===== src/rtl/alu_add64_seq_if.sv =====
`default_nettype none
// ============================================================================
// Module      : alu_add64_seq_if
// Description : Request/result bundle for the sequential 64-bit adder.
//               The master drives the request (start, A, B and, when
//               ALU_SEQ_SUB_EN is defined, sub) and observes status and
//               result. The slave is the adder itself.
// Ports       : start           - request an operation
//               A, B [63:0]     - operands, captured on the accept edge
//               sub             - 1 = A-B, 0 = A+B (ALU_SEQ_SUB_EN only)
//               ready           - a start this cycle will be accepted
//               busy            - operation in progress
//               done            - one-cycle pulse, S and flags valid
//               S [63:0]        - result
//               sign, zero, carry, overflow, parity - result flags
// Config      : ALU_SEQ_SUB_EN  - adds the sub request signal
// Revision    : 1.0 - initial release
// ============================================================================
interface alu_add64_seq_if;
  logic        start;
  logic [63:0] A;
  logic [63:0] B;
`ifdef ALU_SEQ_SUB_EN
  logic        sub;
`endif
  logic        ready;
  logic        busy;
  logic        done;
  logic [63:0] S;
  logic        sign;
  logic        zero;
  logic        carry;
  logic        overflow;
  logic        parity;

  modport master (
`ifdef ALU_SEQ_SUB_EN
    output sub,
`endif
    output start, A, B,
    input  ready, busy, done, S, sign, zero, carry, overflow, parity
  );

  modport slave (
`ifdef ALU_SEQ_SUB_EN
    input  sub,
`endif
    input  start, A, B,
    output ready, busy, done, S, sign, zero, carry, overflow, parity
  );
endinterface
`default_nettype wire


===== src/rtl/alu_add64_seq.sv =====
`default_nettype none
// ============================================================================
// Module      : alu_add64_seq
// Description : 64-bit add (optionally subtract) built from a single 16-bit
//               adder slice reused over four cycles, least-significant chunk
//               first. Result flags are registered together with the last
//               chunk, so S and flags are all valid while done is high and
//               hold until the next accepted start.
// Ports       : clk             - clock, rising edge
//               rst             - asynchronous active-high reset
//               bus (slave)     - request/result bundle, see alu_add64_seq_if
// Config      : ALU_SEQ_SUB_EN  - when defined, bus.sub selects A-B, done as
//                                 A + ~B + 1; when undefined the block only
//                                 adds and carries no inversion logic.
// Revision    : 1.0 - initial release
// ============================================================================
module alu_add64_seq (
  input  wire logic       clk,
  input  wire logic       rst,
  alu_add64_seq_if.slave  bus
);

  typedef enum logic [1:0] {
    ST_IDLE = 2'd0,
    ST_RUN  = 2'd1,
    ST_DONE = 2'd2
  } state_t;

  state_t      r_state;
  state_t      w_state_next;

  logic [1:0]  r_idx;
  logic        r_carry;
  logic [63:0] r_a;
  // Holds B' (B, or ~B for subtraction) so the slice and the overflow rule
  // see the same operand without re-evaluating the mode each cycle.
  logic [63:0] r_b;
  logic [63:0] r_s;
  logic        r_sign;
  logic        r_zero;
  logic        r_cout;
  logic        r_ovf;
  logic        r_par;

  logic        w_ready;
  logic        w_busy;
  logic        w_done;
  logic        w_accept;
  logic        w_last;
  logic [5:0]  w_lsb;
  logic [15:0] w_a_chunk;
  logic [15:0] w_b_chunk;
  logic [16:0] w_sum;
  logic [63:0] w_s_full;
  logic [63:0] w_b_prime;
  logic        w_cin0;

  // --------------------------------------------------------------------------
  // Operand conditioning at accept time
  // --------------------------------------------------------------------------
`ifdef ALU_SEQ_SUB_EN
  assign w_b_prime = bus.sub ? ~bus.B : bus.B;
  assign w_cin0    = bus.sub;
`else
  assign w_b_prime = bus.B;
  assign w_cin0    = 1'b0;
`endif

  // --------------------------------------------------------------------------
  // Shared 16-bit slice
  // --------------------------------------------------------------------------
  assign w_lsb     = {r_idx, 4'b0000};
  assign w_a_chunk = r_a[w_lsb +: 16];
  assign w_b_chunk = r_b[w_lsb +: 16];
  assign w_sum     = {1'b0, w_a_chunk} + {1'b0, w_b_chunk} + {16'd0, r_carry};
  assign w_last    = (r_state == ST_RUN) && (r_idx == 2'd3);

  // On the last chunk the upper 16 bits are still in flight, so the flags
  // are computed from the slice output spliced onto the three stored chunks.
  assign w_s_full  = {w_sum[15:0], r_s[47:0]};

  // --------------------------------------------------------------------------
  // FSM: state register
  // --------------------------------------------------------------------------
  always_ff @(posedge clk or posedge rst) begin
    if (rst) begin
      r_state <= ST_IDLE;
    end else begin
      r_state <= w_state_next;
    end
  end

  // --------------------------------------------------------------------------
  // FSM: next state and status outputs
  // --------------------------------------------------------------------------
  always_comb begin
    w_state_next = r_state;
    w_ready      = 1'b0;
    w_busy       = 1'b0;
    w_done       = 1'b0;
    case (r_state)
      ST_IDLE: begin
        w_ready = 1'b1;
        if (bus.start) begin
          w_state_next = ST_RUN;
        end
      end
      ST_RUN: begin
        // start is deliberately not looked at here: requests during an
        // operation are dropped, not queued.
        w_busy = 1'b1;
        if (r_idx == 2'd3) begin
          w_state_next = ST_DONE;
        end
      end
      ST_DONE: begin
        w_ready      = 1'b1;
        w_done       = 1'b1;
        w_state_next = bus.start ? ST_RUN : ST_IDLE;
      end
      default: begin
        w_state_next = ST_IDLE;
      end
    endcase
  end

  assign w_accept = w_ready & bus.start;

  // --------------------------------------------------------------------------
  // Datapath
  // --------------------------------------------------------------------------
  always_ff @(posedge clk or posedge rst) begin
    if (rst) begin
      r_idx   <= 2'd0;
      r_carry <= 1'b0;
      r_a     <= 64'd0;
      r_b     <= 64'd0;
      r_s     <= 64'd0;
      r_sign  <= 1'b0;
      r_zero  <= 1'b0;
      r_cout  <= 1'b0;
      r_ovf   <= 1'b0;
      r_par   <= 1'b0;
    end else if (w_accept) begin
      // S is left untouched here; it is rebuilt chunk by chunk during RUN.
      r_a     <= bus.A;
      r_b     <= w_b_prime;
      r_carry <= w_cin0;
      r_idx   <= 2'd0;
    end else if (r_state == ST_RUN) begin
      r_s[w_lsb +: 16] <= w_sum[15:0];
      r_carry          <= w_sum[16];
      r_idx            <= r_idx + 2'd1;
      if (w_last) begin
        r_sign <= w_s_full[63];
        r_zero <= (w_s_full == 64'd0);
        r_cout <= w_sum[16];
        r_ovf  <= (r_a[63] & r_b[63] & ~w_s_full[63]) |
                  (~r_a[63] & ~r_b[63] & w_s_full[63]);
        r_par  <= ~(^w_s_full);
      end
    end
  end

  // --------------------------------------------------------------------------
  // Outputs
  // --------------------------------------------------------------------------
  assign bus.ready    = w_ready;
  assign bus.busy     = w_busy;
  assign bus.done     = w_done;
  assign bus.S        = r_s;
  assign bus.sign     = r_sign;
  assign bus.zero     = r_zero;
  assign bus.carry    = r_cout;
  assign bus.overflow = r_ovf;
  assign bus.parity   = r_par;

endmodule
`default_nettype wire


===== src/flat_wrapper.sv =====
// flat-port wrapper written by rule: the top's interface ports become plain ports
module alu_add64_seq_flat 
  (clk, rst, bus_start, bus_A, bus_B, bus_ready, bus_busy, bus_done, bus_S, bus_sign, bus_zero, bus_carry, bus_overflow, bus_parity);
  alu_add64_seq_if bus_i ();
  input  wire logic clk;
  input  wire logic rst;
  input wire logic [$bits(bus_i.start)-1:0] bus_start;
  input wire logic [$bits(bus_i.A)-1:0] bus_A;
  input wire logic [$bits(bus_i.B)-1:0] bus_B;
  output wire logic [$bits(bus_i.ready)-1:0] bus_ready;
  output wire logic [$bits(bus_i.busy)-1:0] bus_busy;
  output wire logic [$bits(bus_i.done)-1:0] bus_done;
  output wire logic [$bits(bus_i.S)-1:0] bus_S;
  output wire logic [$bits(bus_i.sign)-1:0] bus_sign;
  output wire logic [$bits(bus_i.zero)-1:0] bus_zero;
  output wire logic [$bits(bus_i.carry)-1:0] bus_carry;
  output wire logic [$bits(bus_i.overflow)-1:0] bus_overflow;
  output wire logic [$bits(bus_i.parity)-1:0] bus_parity;
  assign bus_i.start = bus_start;
  assign bus_i.A = bus_A;
  assign bus_i.B = bus_B;
  assign bus_ready = bus_i.ready;
  assign bus_busy = bus_i.busy;
  assign bus_done = bus_i.done;
  assign bus_S = bus_i.S;
  assign bus_sign = bus_i.sign;
  assign bus_zero = bus_i.zero;
  assign bus_carry = bus_i.carry;
  assign bus_overflow = bus_i.overflow;
  assign bus_parity = bus_i.parity;
  alu_add64_seq u_core (.clk(clk), .rst(rst), .bus(bus_i));
endmodule

===== config.mk =====
export PLATFORM = sky130hd
export DESIGN_NAME = alu_add64_seq_flat
export DESIGN_NICKNAME = d
export VERILOG_FILES = /design/src/rtl/alu_add64_seq_if.sv /design/src/rtl/alu_add64_seq.sv /design/src/flat_wrapper.sv
export SDC_FILE = /design/constraint.sdc
export NUM_CORES = 1
export LEC_CHECK = 0
export BUFFER_PORTS_ARGS = -buffer_cell sky130_fd_sc_hd__buf_2
export CAP_MARGIN = 10
export CORE_MARGIN = 4
export CORE_UTILIZATION = 50
export CTS_CLUSTER_SIZE = 24
export DETAILED_ROUTE_END_ITERATION = 7
export GPL_TIMING_DRIVEN = 0
export PLACE_DENSITY = 0.74
export SLEW_MARGIN = 20
export SYNTH_ARGS = -nofsm -noshare
export SYNTH_HDL_FRONTEND = slang
export SYNTH_SLANG_ARGS = --single-unit

===== constraint.sdc =====
create_clock -name clk -period 20.5 [get_ports clk]
set_input_delay 4.1 -clock clk [delete_from_list [all_inputs] [get_ports clk]]
set_output_delay 4.1 -clock clk [all_outputs]
set_load 0.01 [all_outputs]

==> results of run 1 <==
-- worst max-delay path, stage by stage, from the launching register on --
cell      delay [ns]
dfrtp_1         0.40
clkbuf_1        0.41
clkbuf_1        0.59
mux4_2          0.39
fa_1            0.22
inv_1           0.06
fa_1            0.40
nand2b_1        0.19
a21oi_2         0.20
o21ai_1         0.12
o31a_1          0.32
o21ai_1         0.16
xor2_1          0.58
inv_1           0.10
ha_1            0.31
xnor2_1         0.17
xnor2_1         0.14
xnor3_1         0.45
xnor3_1         0.22
xnor3_1         0.22
xnor2_1         0.20
o21ai_1         0.08
-- cell type report --
cell class | instances | area, um2 | area share [%]
antenna | 2 | 5.00 | 0.0412
buffer | 26 | 103 | 0.845
clock buffer | 32 | 658 | 5.42
clock inverter | 6 | 119 | 0.979
inverter | 77 | 297 | 2.44
multi-input combinational | 466 | 4540 | 37.4
sequential | 202 | 5050 | 41.6
tap | 265 | 332 | 2.73
timing repair buffer | 203 | 1040 | 8.55
-- logic make-up (layout without fill, tap and decap cells) --
kind of cell / Yosys count / in the layout
AO/OA/AOI/OAI: 110 / 110
adder cells (fa/ha/maj): 54 / 54
multiplexers: 162 / 162
flip-flops: 202 / 202
AND/OR/NAND/NOR: 100 / 100
other: 0 / 2
buffers and inverters: 103 / 344
XOR/XNOR: 40 / 40
-- final timing paths --
check	start	to	slack, ns	cells past startpoint
min reg2reg	u_core.bus.S[48]	u_core.bus.S[48]	0.48	2
max in group asynchronous	rst	u_core.r_a[63]	15.85	3
min in group asynchronous	rst	u_core.r_b[2]	3.69	2
min	u_core.bus.S[48]	u_core.bus.S[48]	0.48	2
max reg2reg	u_core.r_idx[1]	u_core.bus.parity	14.45	21
max	u_core.r_idx[1]	u_core.bus.parity	14.45	21
-- sequential cells by signal, indices dropped and copies added (netlist names) --
register	cells
u_core.r_a	64
u_core.bus.S	64
u_core.bus.sign	1
u_core.bus.parity	1
u_core.r_idx	2
u_core.r_state	2
u_core.bus.overflow	1
u_core.r_b	64
u_core.bus.zero	1
u_core.bus.carry	1
u_core.r_carry	1
-- Yosys cell counts, types with 10 or more instances --
master    instances  area, um2
nand2_1          58        218
inv_1            75        282
ha_1             52        651
mux4_2           32        721
o21ai_0          41        205
o21ai_1          10       50.1
a21oi_1          12       60.1
clkbuf_1         21       78.8
mux2_2          130       1460
dfrtp_1         202       5050
a22o_1           26        228
xnor2_1          27        236
nor2_1           14       52.6
-- metrics by stage --
step	cells	util [%]	cell area, um2
global route	1279	62.2	12100
CTS	1277	62.2	12100
detailed placement	1239	58.2	11400
floorplan	771	-	9990
finish	1279	62.2	12100
global placement	1238	58.0	11300
-- metal layers --
| layer | global-route usage [%] | wire [um] | up-vias |
|---|---|---|---|
| met5 | 0 | 83 | - |
| met4 | 5.86 | 659 | 14 |
| met3 | 6.44 | 1910 | 60 |
| met1 | 29.5 | 10400 | 3470 |
| li1 | - | - | 3177 |
| met2 | 38.7 | 12300 | 234 |
==> impl_metrics.py, run 1 <==
metrics = {
    "synthesis": {
        "synth_compound_area_share_pct": 7.07,
        "yosys.area_share.simple_pct": 5.17,
        "synthXorXnorAreaFrac_pct": 4.42,
        "ys.flop_type": "dfrtp_1",
        "synth_edf_count": 0,
        "syn_avg_cell_area_um2": 13.0,
        "ys_seq_area_share_pct": 50.6,
        "async_flop_share_pct": 100,
        "yosysUniqueCellTypes": 46,
        "syn-cell-area_um2": 9990,
        "ys_warn_count": 0,
        "synth_top_family_by_area": "multiplexers",
        "synth_seq_cells": 202,
        "synth_cells": 771,
        "synth_fa_ha_area_share_pct": 6.92,
        "syn-num-nets": 956,
        "muxShareOfSynthArea_pct": 21.9,
    },
    "floorplan": {
        "die_y_um": 149,
        "die_area_um2": 22300,
        "start_util_pct": 51.1,
        "ios": 203,
        "coreArea_um2": 19500,
        "rows": 51,
        "die_width_um": 149,
    },
    "timing": {
        "rsz0062_at_grt": "no",
        "maxSlewViolCount": 0,
        "slew_headroom_pct": 37.9,
        "setup_violations": 0,
        "hold_ws_ns": 0.476,
        "setup_slack_ns": 14.45,
        "worst_slew_pin_slew_ns": 0.925,
        "fmax_mhz": 165,
        "hold_violations": 0,
        "post-route-period-util_pct": 29.5,
        "fin_setup_tns_ns": 0,
        "finalClockSkew_ns": 0.0270,
        "finalCriticalPeriod_ns": 6.05,
    },
    "cells_and_area": {
        "final_common_cell": "buf_2",
        "mostFrequentLayoutCells": "buf_2 (206), dfrtp_1 (202), mux2_2 (130), inv_1 (74), nand2_1 (58)",
        "nFillCells": 1609,
        "area_delta_synth_final_pct": 21.6,
        "fin_nets": 1183,
        "layout-drive-gt1-share_pct": 41.4,
    },
    "routing": {
        "first_pass_iters": 4,
        "routedWlPerCell_um": 19.8,
        "num_vias": 6955,
        "vias_per_cell": 5.44,
        "wirelength_mm": 25.3,
        "drc": 0,
        "first_iter_violations": 321,
        "postRouteAntennaNets": 0,
    },
    "clocking": {
        "cts.root.buffer_cell": "clkbuf_16",
        "cts_inserted_buffers": 22,
        "cts_tree": "yes",
        "cts_sinks": 202,
        "clk_pin_slew_ns": 0.06,
        "post_cts_buffers": 0,
        "cts_resized": 0,
        "cts_buffer_depth": 3,
        "worstSkewPairLatency_ns": 0.52,
        "ctsHoldBuffers": 0,
        "cts_max_level": 1,
    },
    "min_path": {
        "hp-class": "reg2reg",
    },
    "grt": {
        "antenna_found_initial": 9,
        "grt_pass1_wl_mm": 39.5,
        "grt_pass1_vias": 7302,
        "grt_usage_pct": 22.9,
        "overflow": 0,
        "grt_max_degree": 104,
    },
    "placement": {
        "gp_congestion": 0.875,
        "port_buffers": 202,
        "place.detailed.hpwl_mm": 18.9,
        "pre_cts_slack_ns": 14.40,
    },
    "worst_setup_path": {
        "crit_path_end_kind": "register",
        "arrival_ns": 6.43,
        "worst-setup-path-type": "reg2reg",
        "crit_fanout": 10,
        "cp-start-kind": "register",
        "worstPathRequired_ns": 20.88,
    },
    "status": {
        "status": "complete, no violations",
    },
    "job": {
        "drv_cap": 0,
    },
}
Power of run 1 is not shown: default switching activity piles up to over one toggle a cycle in this logic, so the estimate is an artifact.
==> inputs of run 2 (changes only) <==
--- a/config.mk
+++ b/config.mk
@@ -12,7 +12,7 @@
 export CTS_CLUSTER_SIZE = 24
 export DETAILED_ROUTE_END_ITERATION = 7
 export GPL_TIMING_DRIVEN = 0
-export PLACE_DENSITY = 0.74
+export PLACE_DENSITY = 0.77
 export SLEW_MARGIN = 20
 export SYNTH_ARGS = -nofsm -noshare
 export SYNTH_HDL_FRONTEND = slang
==> constraint.sdc (replaced) <==
create_clock -name clk -period 5.5 [get_ports clk]
set_input_delay 1.1 -clock clk [delete_from_list [all_inputs] [get_ports clk]]
set_output_delay 1.1 -clock clk [all_outputs]
set_load 0.01 [all_outputs]
==> impl_metrics.py, run 2 (same netlist as run 1, synthesis figures left out) <==
metrics = {
    "routing": {
        "vias_per_cell": 5.45,
        "first_iter_violations": 296,
        "num_vias": 7007,
        "drc": 0,
        "postRouteAntennaNets": 0,
        "routedWlPerCell_um": 20.1,
        "first_pass_iters": 5,
        "wirelength_mm": 25.8,
    },
    "grt": {
        "overflow": 0,
        "grt_pass1_vias": 7536,
        "grt_max_degree": 35,
        "grt_pass1_wl_mm": 40.6,
        "grt_usage_pct": 23.5,
        "antenna_found_initial": 6,
    },
    "clocking": {
        "cts.root.buffer_cell": "clkbuf_16",
        "cts_inserted_buffers": 22,
        "cts_max_level": 1,
        "ctsHoldBuffers": 0,
        "cts_tree": "yes",
        "clk_pin_slew_ns": 0.06,
        "cts_buffer_depth": 3,
        "worstSkewPairLatency_ns": 0.50,
        "cts_sinks": 202,
    },
    "status": {
        "status": "complete, no violations",
    },
    "worst_setup_path": {
        "crit_path_end_kind": "register",
        "crit_fanout": 10,
        "critPathLaunch": "u_core.r_idx[0]",
        "path_buf_inv": 4,
        "crit_family": "XOR/XNOR gates",
        "r2r_start": "u_core.r_idx[0]",
        "arrival_ns": 5.47,
        "worst-setup-path-type": "reg2reg",
        "critical_path.cell_chain": "buf_8 > buf_8 > mux4_2 > fa_1 > inv_1 > fa_1 > nand2b_1 > a21oi_2 > o21ai_1 > o31a_1 > o21ai_2 > xor2_2 > inv_1 > ha_1 > xnor2_1 > xnor2_1 > xnor3_1 > xnor3_1 > xnor3_1 > xnor2_1 > o21ai_1",
        "worstPathRequired_ns": 5.87,
        "cp-start-kind": "register",
        "critical-path-max-stage-delay_ns": 0.44,
        "crit_slowest_cell": "dfrtp_1",
    },
    "cells_and_area": {
        "nFillCells": 1563,
        "register_area_um2": 5050,
        "final-instance-count-excl-fill": 1285,
        "area_delta_synth_final_pct": 22.6,
        "layout-drive-gt1-share_pct": 42.3,
        "multi_input_area_um2": 4580,
        "mostFrequentLayoutCells": "buf_2 (203), dfrtp_1 (202), mux2_2 (130), inv_1 (74), nand2_1 (58)",
        "fin_nets": 1189,
        "final_core_util_pct": 62.7,
        "final_common_cell": "buf_2",
    },
    "floorplan": {
        "ios": 203,
        "rows": 51,
        "start_util_pct": 51.1,
        "die_width_um": 149,
        "die_area_um2": 22300,
        "die_y_um": 149,
        "coreArea_um2": 19500,
    },
    "timing": {
        "rsz0062_at_grt": "no",
        "hold_violations": 0,
        "setup_slack_ns": 0.402,
        "finalClockSkew_ns": 0.0107,
        "setup_violations": 0,
        "post-route-period-util_pct": 92.7,
        "slew_headroom_pct": 38.1,
        "fmax_mhz": 196,
        "finalCriticalPeriod_ns": 5.10,
        "maxSlewViolCount": 0,
        "worst_slew_pin_slew_ns": 0.921,
    },
    "placement": {
        "pre_cts_slack_ns": -0.596,
        "place.detailed.hpwl_mm": 19.8,
        "port_buffers": 202,
        "gp_congestion": 0.908,
        "placedCellCount": 1244,
    },
    "min_path": {
        "min_from": "u_core.bus.parity",
        "hp-class": "reg2reg",
    },
    "job": {
        "drv_cap": 0,
    },
}
-- run 2: cell count changes in the layout (fill, tap and decap cells not counted), sizes merged --
cell / change
bufinv: -3
buf: +6
clkinv: +1
clkbuf: +2
-- run 2: through the flow --
step	area [um2]	hold slack [ns]	setup TNS, ns
floorplan	9990	0.475	0
global placement	11300	0.460	-0.572
detailed placement	11500	0.471	-0.596
CTS	12200	0.484	0
global route	12200	0.511	0
finish	12200	0.479	0
-- run 2: area by class of cell --
cell class,count,share of cell area [%]
Tap cell,265,2.71
Clock buffer,34,5.45
Sequential cell,202,41.3
Clock inverter,4,0.225
Timing Repair Buffer,209,9.36
Multi-Input combinational cell,466,37.4
Buffer,26,1.09
Antenna cell,2,0.0409
Inverter,77,2.39
-- run 2: what timing repair did --
| action | CTS | global route |
|---|---|---|
| resized for setup | 7 | 15 |
| pin swaps | 0 | 2 |
| endpoints found under the setup margin | 1 | 1 |
| setup buffers | 0 | 1 |
-- run 2: metal layers --
| layer | part of all wire (%) | routed length [um] | vias up | track usage [%] |
|---|---|---|---|---|
| li1 | - | - | 3197 | - |
| met2 | 50 | 12800 | 220 | 39.9 |
| met4 | 2.3 | 592 | 10 | 6.13 |
| met1 | 40 | 10200 | 3525 | 29.8 |
| met5 | 0.21 | 55 | - | 0 |
| met3 | 8.3 | 2160 | 55 | 6.72 |
-- run 2: final timing paths --
kind	end	slack (ns)	depth (start not counted)
worst max-delay path	u_core.bus.parity	0.40	21
worst min-delay path	u_core.bus.parity	0.48	2
worst max register to register	u_core.bus.parity	0.40	21
worst min register to register	u_core.bus.parity	0.48	2
max in group asynchronous	u_core.bus.sign	3.76	5
min in group asynchronous	u_core.r_a[17]	0.68	2
-- run 2: worst reg2reg max path, stage by stage (launching register included) --
cell	delay, ns
dfrtp_1	0.44
buf_8	0.19
buf_8	0.17
mux4_2	0.39
fa_1	0.23
inv_1	0.06
fa_1	0.39
nand2b_1	0.20
a21oi_2	0.21
o21ai_1	0.12
o31a_1	0.33
o21ai_2	0.20
xor2_2	0.30
inv_1	0.09
ha_1	0.30
xnor2_1	0.14
xnor2_1	0.18
xnor3_1	0.29
xnor3_1	0.24
xnor3_1	0.23
xnor2_1	0.20
o21ai_1	0.08
Power of run 2 is left out for the same reason.
